## config.mk

```make
export PLATFORM = sky130hd
export DESIGN_NAME = pipe_hazard_ctrl
export DESIGN_NICKNAME = d
export VERILOG_FILES = /design/src/rtl/pipe_hazard_ctrl_pkg.sv /design/src/rtl/pipe_hazard_ctrl_load_use_detect.sv /design/src/rtl/pipe_hazard_ctrl.sv
export SDC_FILE = /design/constraint.sdc
export NUM_CORES = 1
export LEC_CHECK = 0
export ABC_AREA = 1
export CAP_MARGIN = 15
export CORE_UTILIZATION = 44
export DETAILED_ROUTE_END_ITERATION = 16
export HOLD_SLACK_MARGIN = 0.1
export PLACE_DENSITY = 0.77
export REMOVE_ABC_BUFFERS = 1
export SYNTH_ARGS = -nofsm -noshare
export SYNTH_HDL_FRONTEND = slang
export SYNTH_SLANG_ARGS = --single-unit
```

## constraint.sdc

```tcl
create_clock -name clk -period 1.9 [get_ports clk]
set_clock_uncertainty 0.15 [all_clocks]
set_input_delay 0.38 -clock clk [delete_from_list [all_inputs] [get_ports clk]]
set_output_delay 0.38 -clock clk [all_outputs]
set_load 0.02 [all_outputs]
```

## src/rtl/pipe_hazard_ctrl_pkg.sv

```systemverilog
// Shared definitions for the pipeline hazard controller: FSM state
// encodings, memory-op and opcode constants, control bundle and the
// per-opcode source-register usage helpers.
package pipe_hazard_ctrl_pkg;

    typedef enum logic [1:0] {
        PHC_RUN   = 2'b00,
        PHC_LU    = 2'b01,
        PHC_FLUSH = 2'b10,
        PHC_MEMW  = 2'b11
    } phc_state_e;

    localparam logic [1:0] MEMRW_LOAD = 2'b10;

    // Flush counter width: FLUSH_CYC is limited to 1..7.
    localparam int FCNT_W = 3;

    localparam logic [6:0] OP_LUI   = 7'b0110111;
    localparam logic [6:0] OP_AUIPC = 7'b0010111;
    localparam logic [6:0] OP_JAL   = 7'b1101111;
    localparam logic [6:0] OP_JALR  = 7'b1100111;
    localparam logic [6:0] OP_BRA   = 7'b1100011;
    localparam logic [6:0] OP_LOAD  = 7'b0000011;
    localparam logic [6:0] OP_STORE = 7'b0100011;
    localparam logic [6:0] OP_IMM   = 7'b0010011;
    localparam logic [6:0] OP_R     = 7'b0110011;

    // Control bundle driven towards PC, IF/ID and ID/EX.
    typedef struct packed {
        logic pc_keep;
        logic ifid_keep;
        logic ifid_nop;
        logic keep;
        logic nop;
    } phc_ctrl_t;

    localparam phc_ctrl_t CTRL_IDLE   = '{1'b0, 1'b0, 1'b0, 1'b0, 1'b0};
    localparam phc_ctrl_t CTRL_FREEZE = '{1'b1, 1'b1, 1'b0, 1'b1, 1'b0};
    localparam phc_ctrl_t CTRL_SQUASH = '{1'b0, 1'b0, 1'b1, 1'b0, 1'b1};
    localparam phc_ctrl_t CTRL_LU     = '{1'b1, 1'b1, 1'b0, 1'b0, 1'b1};

    // rs1 is read by every known opcode except the U-type pair and JAL;
    // unknown opcodes are treated as reading nothing.
    function automatic logic uses_rs1(input logic [6:0] op);
        case (op)
            OP_JALR, OP_BRA, OP_LOAD, OP_STORE, OP_IMM, OP_R: uses_rs1 = 1'b1;
            default:                                          uses_rs1 = 1'b0;
        endcase
    endfunction

    // rs2 is only a real operand for R-type, branches and stores; in
    // I-type encodings the same bits are immediate.
    function automatic logic uses_rs2(input logic [6:0] op);
        case (op)
            OP_BRA, OP_STORE, OP_R: uses_rs2 = 1'b1;
            default:                uses_rs2 = 1'b0;
        endcase
    endfunction

endpackage

```

## src/rtl/pipe_hazard_ctrl_load_use_detect.sv

```systemverilog
// Combinational load-use hazard detector: flags when the load in ID/EX
// writes a register that the instruction in IF/ID actually reads.
module load_use_detect
    import pipe_hazard_ctrl_pkg::*;
(
    input  logic [31:0] id_instr,
    input  logic [1:0]  ex_memrw,
    input  logic [4:0]  ex_wreg,
    output logic        lu_hazard
);

    logic [6:0] opcode;
    logic [4:0] rs1;
    logic [4:0] rs2;
    logic       rs1_hit;
    logic       rs2_hit;
    logic       unused_bits;

    assign opcode = id_instr[6:0];
    assign rs1    = id_instr[19:15];
    assign rs2    = id_instr[24:20];

    // funct/rd/immediate bits play no part in the hazard decision.
    assign unused_bits = ^{id_instr[31:25], id_instr[14:7]};

    assign rs1_hit = uses_rs1(opcode) && (rs1 == ex_wreg);
    assign rs2_hit = uses_rs2(opcode) && (rs2 == ex_wreg);

    // x0 is never a real dependency even if a load targets it.
    assign lu_hazard = (ex_memrw == MEMRW_LOAD) && (ex_wreg != 5'd0) &&
                       (rs1_hit || rs2_hit);

endmodule

```

## src/rtl/pipe_hazard_ctrl.sv

```systemverilog
// Pipeline sequencing controller: owns stall/flush policy for PC, IF/ID
// and ID/EX. Outputs are Mealy so stage registers react on the next edge.
module pipe_hazard_ctrl
    import pipe_hazard_ctrl_pkg::*;
#(
    parameter int FLUSH_CYC = 2,
    parameter int CNT_W     = 32
) (
    input  logic             clk,
    input  logic             rst,
    input  logic [31:0]      id_instr,
    input  logic [1:0]       ex_memrw,
    input  logic [4:0]       ex_wreg,
    input  logic             br_taken,
    input  logic             dmem_busy,
    output logic             pc_keep,
    output logic             ifid_keep,
    output logic             ifid_nop,
    output logic             keep,
    output logic             nop,
    output logic [CNT_W-1:0] stall_cnt,
    output logic [1:0]       state_dbg
);

    localparam logic [FCNT_W-1:0] FLUSH_RELOAD = FCNT_W'(FLUSH_CYC - 1);
    localparam phc_state_e        BR_NEXT      = (FLUSH_CYC == 1) ? PHC_RUN : PHC_FLUSH;

    phc_state_e        state_q, state_d;
    phc_state_e        resume_q, resume_d;
    phc_state_e        eff_state;
    logic [FCNT_W-1:0] fcnt_q, fcnt_d;
    logic [CNT_W-1:0]  stall_cnt_q, stall_cnt_d;
    phc_ctrl_t         ctrl;
    logic              lu_hazard;

    load_use_detect u_lud (
        .id_instr  (id_instr),
        .ex_memrw  (ex_memrw),
        .ex_wreg   (ex_wreg),
        .lu_hazard (lu_hazard)
    );

    // Next-state and control decode. Leaving MEM_WAIT (busy just dropped)
    // behaves exactly like the remembered resume state, so a branch held
    // by the frozen stage is acted on in that same cycle.
    always_comb begin
        ctrl      = CTRL_IDLE;
        state_d   = state_q;
        resume_d  = resume_q;
        fcnt_d    = fcnt_q;
        eff_state = state_q;

        if (state_q == PHC_MEMW && !dmem_busy) begin
            eff_state = resume_q;
        end

        if (dmem_busy) begin
            ctrl    = CTRL_FREEZE;
            state_d = PHC_MEMW;
            // Capture where to go back to only on entry; the flush count
            // is left untouched so an interrupted flush resumes intact.
            if (state_q != PHC_MEMW) begin
                resume_d = (state_q == PHC_FLUSH) ? PHC_FLUSH : PHC_RUN;
            end
        end else if (br_taken) begin
            ctrl     = CTRL_SQUASH;
            fcnt_d   = FLUSH_RELOAD;
            state_d  = BR_NEXT;
            resume_d = PHC_RUN;
        end else if (eff_state == PHC_FLUSH && fcnt_q != '0) begin
            ctrl     = CTRL_SQUASH;
            fcnt_d   = fcnt_q - FCNT_W'(1);
            state_d  = (fcnt_q == FCNT_W'(1)) ? PHC_RUN : PHC_FLUSH;
            resume_d = PHC_RUN;
        end else if (lu_hazard && eff_state != PHC_LU) begin
            // One bubble per load-use pair; the cycle after the bubble the
            // load has moved on, so LU_STALL never inserts a second one.
            ctrl     = CTRL_LU;
            state_d  = PHC_LU;
            resume_d = PHC_RUN;
        end else begin
            state_d  = PHC_RUN;
            resume_d = PHC_RUN;
        end

        // Controls are quiet while reset is held.
        if (rst) begin
            ctrl = CTRL_IDLE;
        end
    end

    // Stall performance counter: counts every PC-hold cycle, wraps freely.
    always_comb begin
        stall_cnt_d = stall_cnt_q;
        if (ctrl.pc_keep) begin
            stall_cnt_d = stall_cnt_q + CNT_W'(1);
        end
    end

    // State, flush counter, resume target and stall counter registers.
    always_ff @(posedge clk) begin
        if (rst) begin
            state_q     <= PHC_RUN;
            resume_q    <= PHC_RUN;
            fcnt_q      <= '0;
            stall_cnt_q <= '0;
        end else begin
            state_q     <= state_d;
            resume_q    <= resume_d;
            fcnt_q      <= fcnt_d;
            stall_cnt_q <= stall_cnt_d;
        end
    end

    assign pc_keep   = ctrl.pc_keep;
    assign ifid_keep = ctrl.ifid_keep;
    assign ifid_nop  = ctrl.ifid_nop;
    assign keep      = ctrl.keep;
    assign nop       = ctrl.nop;
    assign stall_cnt = stall_cnt_q;
    assign state_dbg = state_q;

endmodule

```

==> impl_metrics.json <==
{
  "route.detailed.wl_per_inst_um": 13.7,
  "layout.core_utilization": 0.639,
  "fmax_mhz": 491,
  "synth_cells": 481,
  "cp_top_family": "simple AND/OR/NAND/NOR gates",
  "pin_count_of_the_biggest_net_entering_global_routing": 55,
  "drt_drc": 0,
  "num-fill-cells": 559,
  "cts.sink_count": 38,
  "crit_path_max_incr_delay_ns": 0.23,
  "maximum_buffer_depth_of_the_clock_tree": 2,
  "regToRegEndpoint": "stall_cnt[16]",
  "layout_cells_sized_above_1": 0.190,
  "setup_repair_after_global_routing_missed_its_margin": "true",
  "cell_area_reported_after_detailed_placement_sq_um": 3690,
  "violations": "negative setup slack",
  "cp_cell_instances": "dlygate4sd2_1 > a21boi_2 > nand2_1 > nor2_1 > nand2_1 > nand2_1 > nand2_2 > nand2_4 > nand3_4 > inv_4 > buf_6",
  "area_of_combinational_cells_with_multiple_inputs_sq_um": 1780,
  "power.static_leakage_nw": 2.08,
  "globalplace.congestion": 0.906,
  "die_area_sq_um": 6930,
  "ys_ff_latch": 38,
  "start_util": 0.458,
  "count_of_antenna_violating_nets_left_after_detailed_routing": 0,
  "die_height_um": 83.3,
  "route.vias.total": 3474,
  "drv_slew": 0,
  "critical_path_class": "in2out",
  "timing.critical_path.fanout_max": 3,
  "hpwlAfterDp_mm": 5.69,
  "core_sq_um": 6350,
  "drt_iter0_drc": 357,
  "ys_types": 34,
  "areaGrowthSynthToFinish_pct": 39.5,
  "powerDensity_nw_per_um2": 432,
  "combined_flip_flop_and_latch_cell_area_sq_um": 763,
  "r2r.worst_path.cells": 14,
  "path_buf_inv": 3,
  "globalRoute.totalOverflow": 0,
  "ir_worst_vdd_mv": 0.336,
  "grt_usage": 0.234,
  "clk_pin_slew_ns": 0.08,
  "totalWireLength_mm": 8.89,
  "crit_arrival_ns": 1.51,
  "timing.hold.worst.start": "fcnt_q[1]",
  "ctsHtreeMaxLevel": 2,
  "placement.io_buffers": 66,
  "hold_viol": 0,
  "nature_of_the_critical_path_endpoint": "primary output",
  "start_kind": "input port",
  "latest_clock_arrival_within_the_worst_skew_pair_ns": 0.30,
  "number_of_antenna_violations_at_the_first_check_in_global_routing": 0,
  "num-nets-final": 620,
  "whs_path_depth": 2,
  "synth_sequential_area_ratio": 0.262,
  "period_share": 1.07,
  "avgViaCountPerCell": 5.34,
  "preCtsSetupSlack_ns": -0.940,
  "antenna_cells_inserted": 0,
  "first_global_vias": 3137,
  "die_w_um": 83.3,
  "r2r_setup_slack_ns": -0.04,
  "critical_path.reg2reg.startpoint": "fcnt_q[0]",
  "cts_buffers": 5,
  "wire_length_of_the_first_global_routing_pass_mm": 13.6,
  "ioPinCount": 82,
  "post_synth_instance_area_sq_um": 2910,
  "cts-root-buf": "sky130_fd_sc_hd__clkbuf_8",
  "tritoncts": "built",
  "maxCapViolCount": 0,
  "first_pass_iters": 6,
  "cp.required_ns": 1.37,
  "final_cell_area_sq_um": 4060,
  "postSynthAreaPerCell_sq_um": 6.04,
  "setup_slack_ns": -0.137,
  "hold-path-endpoint": "fcnt_q[1]",
  "path_common_cell": "sky130_fd_sc_hd__nand2_1",
  "hold_buffers": 0,
  "max_slew.worst_pin.slew_ns": 0.373,
  "timing.max_slew.rel_slack": 0.749,
  "ys_warn_count": 0,
  "finalCriticalPeriod_ns": 2.04,
  "setup_viol": 21,
  "worst_path_max_delay_cell": "sky130_fd_sc_hd__dlygate4sd2_1",
  "min_path_type": "reg2reg",
  "placement_rows": 29,
  "worst_slack_on_hold_paths_ns": 0.327,
  "status": "finished, violations left"
}
[tightest hold or removal path: stages (launching register included)]
cell and delay (ns):
sky130_fd_sc_hd__dfxtp_2 0.33, sky130_fd_sc_hd__nand2_1 0.06, sky130_fd_sc_hd__a21oi_1 0.06
[worst max path at each step]
stage	from	endpoint	slack [ns]	cells after the start
finish	id_instr[5]	ifid_keep	-0.14	11
global route	fcnt_q[0]	ifid_keep	-0.23	10
CTS	fcnt_q[1]	ifid_keep	-0.14	10
detailed placement	ex_wreg[3]	ifid_keep	-0.94	12
global placement	ex_wreg[2]	ifid_keep	-0.84	11
floorplan	id_instr[3]	ifid_keep	-0.38	11
[cells in the final DEF, fill, tap and decap left out, types with 4 or more instances in the layout]
| cell type | instances |
|---|---|
| sky130_fd_sc_hd__buf_6 | 4 |
| sky130_fd_sc_hd__clkbuf_8 | 6 |
| sky130_fd_sc_hd__nor2_2 | 5 |
| sky130_fd_sc_hd__clkdlybuf4s15_1 | 9 |
| sky130_fd_sc_hd__nand2_1 | 136 |
| sky130_fd_sc_hd__dfxtp_1 | 36 |
| sky130_fd_sc_hd__clkdlybuf4s50_1 | 13 |
| sky130_fd_sc_hd__nand3_1 | 28 |
| sky130_fd_sc_hd__buf_2 | 4 |
| sky130_fd_sc_hd__nand3_2 | 12 |
| sky130_fd_sc_hd__nand2_2 | 10 |
| sky130_fd_sc_hd__dlymetal6s2s_1 | 16 |
| sky130_fd_sc_hd__buf_4 | 26 |
| sky130_fd_sc_hd__nand3b_1 | 5 |
| sky130_fd_sc_hd__nor2_1 | 82 |
| sky130_fd_sc_hd__xnor2_1 | 4 |
| sky130_fd_sc_hd__dlygate4sd2_1 | 18 |
| sky130_fd_sc_hd__a21oi_1 | 6 |
| sky130_fd_sc_hd__inv_1 | 67 |
| sky130_fd_sc_hd__nor3_2 | 4 |
| sky130_fd_sc_hd__nand4_1 | 28 |
| sky130_fd_sc_hd__inv_2 | 8 |
[area by class of cell]
type / count / area share
inverter: 78 / 0.0762
sequential: 38 / 0.188
timing repair buffer: 100 / 0.255
clock buffer: 5 / 0.0170
multi-input combinational: 350 / 0.438
clock inverter: 2 / 0.00247
tap: 77 / 0.0238
[what timing repair did]
item	in CTS	in global routing
gates resized for setup	97	40
setup endpoints to repair	47	54
pin swaps	26	11
setup buffers	5	3
gates cloned	0	5
[cells by family after synthesis]
kind of cell | count (synthesis) | share of synthesized area
AND/OR/NAND/NOR | 322 | 0.520
AO/OA/AOI/OAI | 18 | 0.0366
adder cells (fa/ha/maj) | 4 | 0.0172
flip-flops | 38 | 0.262
buffers and inverters | 93 | 0.147
XOR/XNOR | 6 | 0.0181
[metal layers]
layer	share of wire	vias to the layer above	GRT usage
met2	0.50	147	0.418
met4	0.018	0	0.0752
met5	0	-	0
li1	-	1693	-
met1	0.41	1609	0.283
met3	0.074	25	0.0408
[per-stage QoR]
stage	setup TNS, ns	power, W	instances
5_1_grt	-4.50	0.00183	650
3_3_place_gp	-22.58	0.00113	630
3_5_place_dp	-25.48	0.00114	630
2_1_floorplan	-0.762	0.000974	466
6_report	-0.824	0.00175	650
4_1_cts	-1.72	0.00168	642
[state kept, by name, summed over array words and instances, names as in the netlist]
name / count
fcnt_q: 3
state_dbg: 2
stall_cnt: 32
resume_q: 1
[where the power goes]
part	leakage (nW)	total, W	internal, W	switching, W
clock network	0.0438	0.000549	0.000247	0.000303
registers	0.308	0.000818	0.000808	0.00000961
logic	1.73	0.000385	0.000184	0.000201
[cells in the mapped netlist]
cell / number / area [sq um]
sky130_fd_sc_hd__a31oi_1: 2 / 12.5
sky130_fd_sc_hd__nand4_1: 28 / 175
sky130_fd_sc_hd__clkbuf_1: 1 / 3.75
sky130_fd_sc_hd__buf_4: 3 / 22.5
sky130_fd_sc_hd__inv_2: 4 / 15.0
sky130_fd_sc_hd__buf_12: 1 / 20.0
sky130_fd_sc_hd__nand3_1: 30 / 150
sky130_fd_sc_hd__ha_1: 4 / 50.1
sky130_fd_sc_hd__o21ai_2: 1 / 8.76
sky130_fd_sc_hd__a21boi_2: 1 / 11.3
sky130_fd_sc_hd__and3_2: 1 / 7.51
sky130_fd_sc_hd__xnor2_1: 4 / 35.0
sky130_fd_sc_hd__nand2_4: 2 / 22.5
sky130_fd_sc_hd__nand2_2: 7 / 43.8
sky130_fd_sc_hd__nor2_4: 3 / 33.8
sky130_fd_sc_hd__buf_2: 4 / 20.0
sky130_fd_sc_hd__nand2_1: 139 / 522
sky130_fd_sc_hd__a21oi_1: 7 / 35.0
sky130_fd_sc_hd__nor2_1: 84 / 315
sky130_fd_sc_hd__nand4_2: 1 / 12.5
sky130_fd_sc_hd__buf_6: 6 / 67.6
sky130_fd_sc_hd__xor2_1: 2 / 17.5
sky130_fd_sc_hd__inv_1: 73 / 274
sky130_fd_sc_hd__clkinv_1: 1 / 3.75
sky130_fd_sc_hd__o21ai_1: 3 / 15.0
sky130_fd_sc_hd__nor4_1: 1 / 6.26
sky130_fd_sc_hd__a211o_1: 1 / 8.76
sky130_fd_sc_hd__dfxtp_1: 38 / 761
sky130_fd_sc_hd__nand3_2: 11 / 110
sky130_fd_sc_hd__nor3_1: 3 / 15.0
sky130_fd_sc_hd__nand3b_1: 5 / 37.5
sky130_fd_sc_hd__nor2_2: 3 / 18.8
sky130_fd_sc_hd__o21ai_0: 3 / 15.0
sky130_fd_sc_hd__nor3_2: 4 / 40.0
Power figures use the tool's default switching activity.
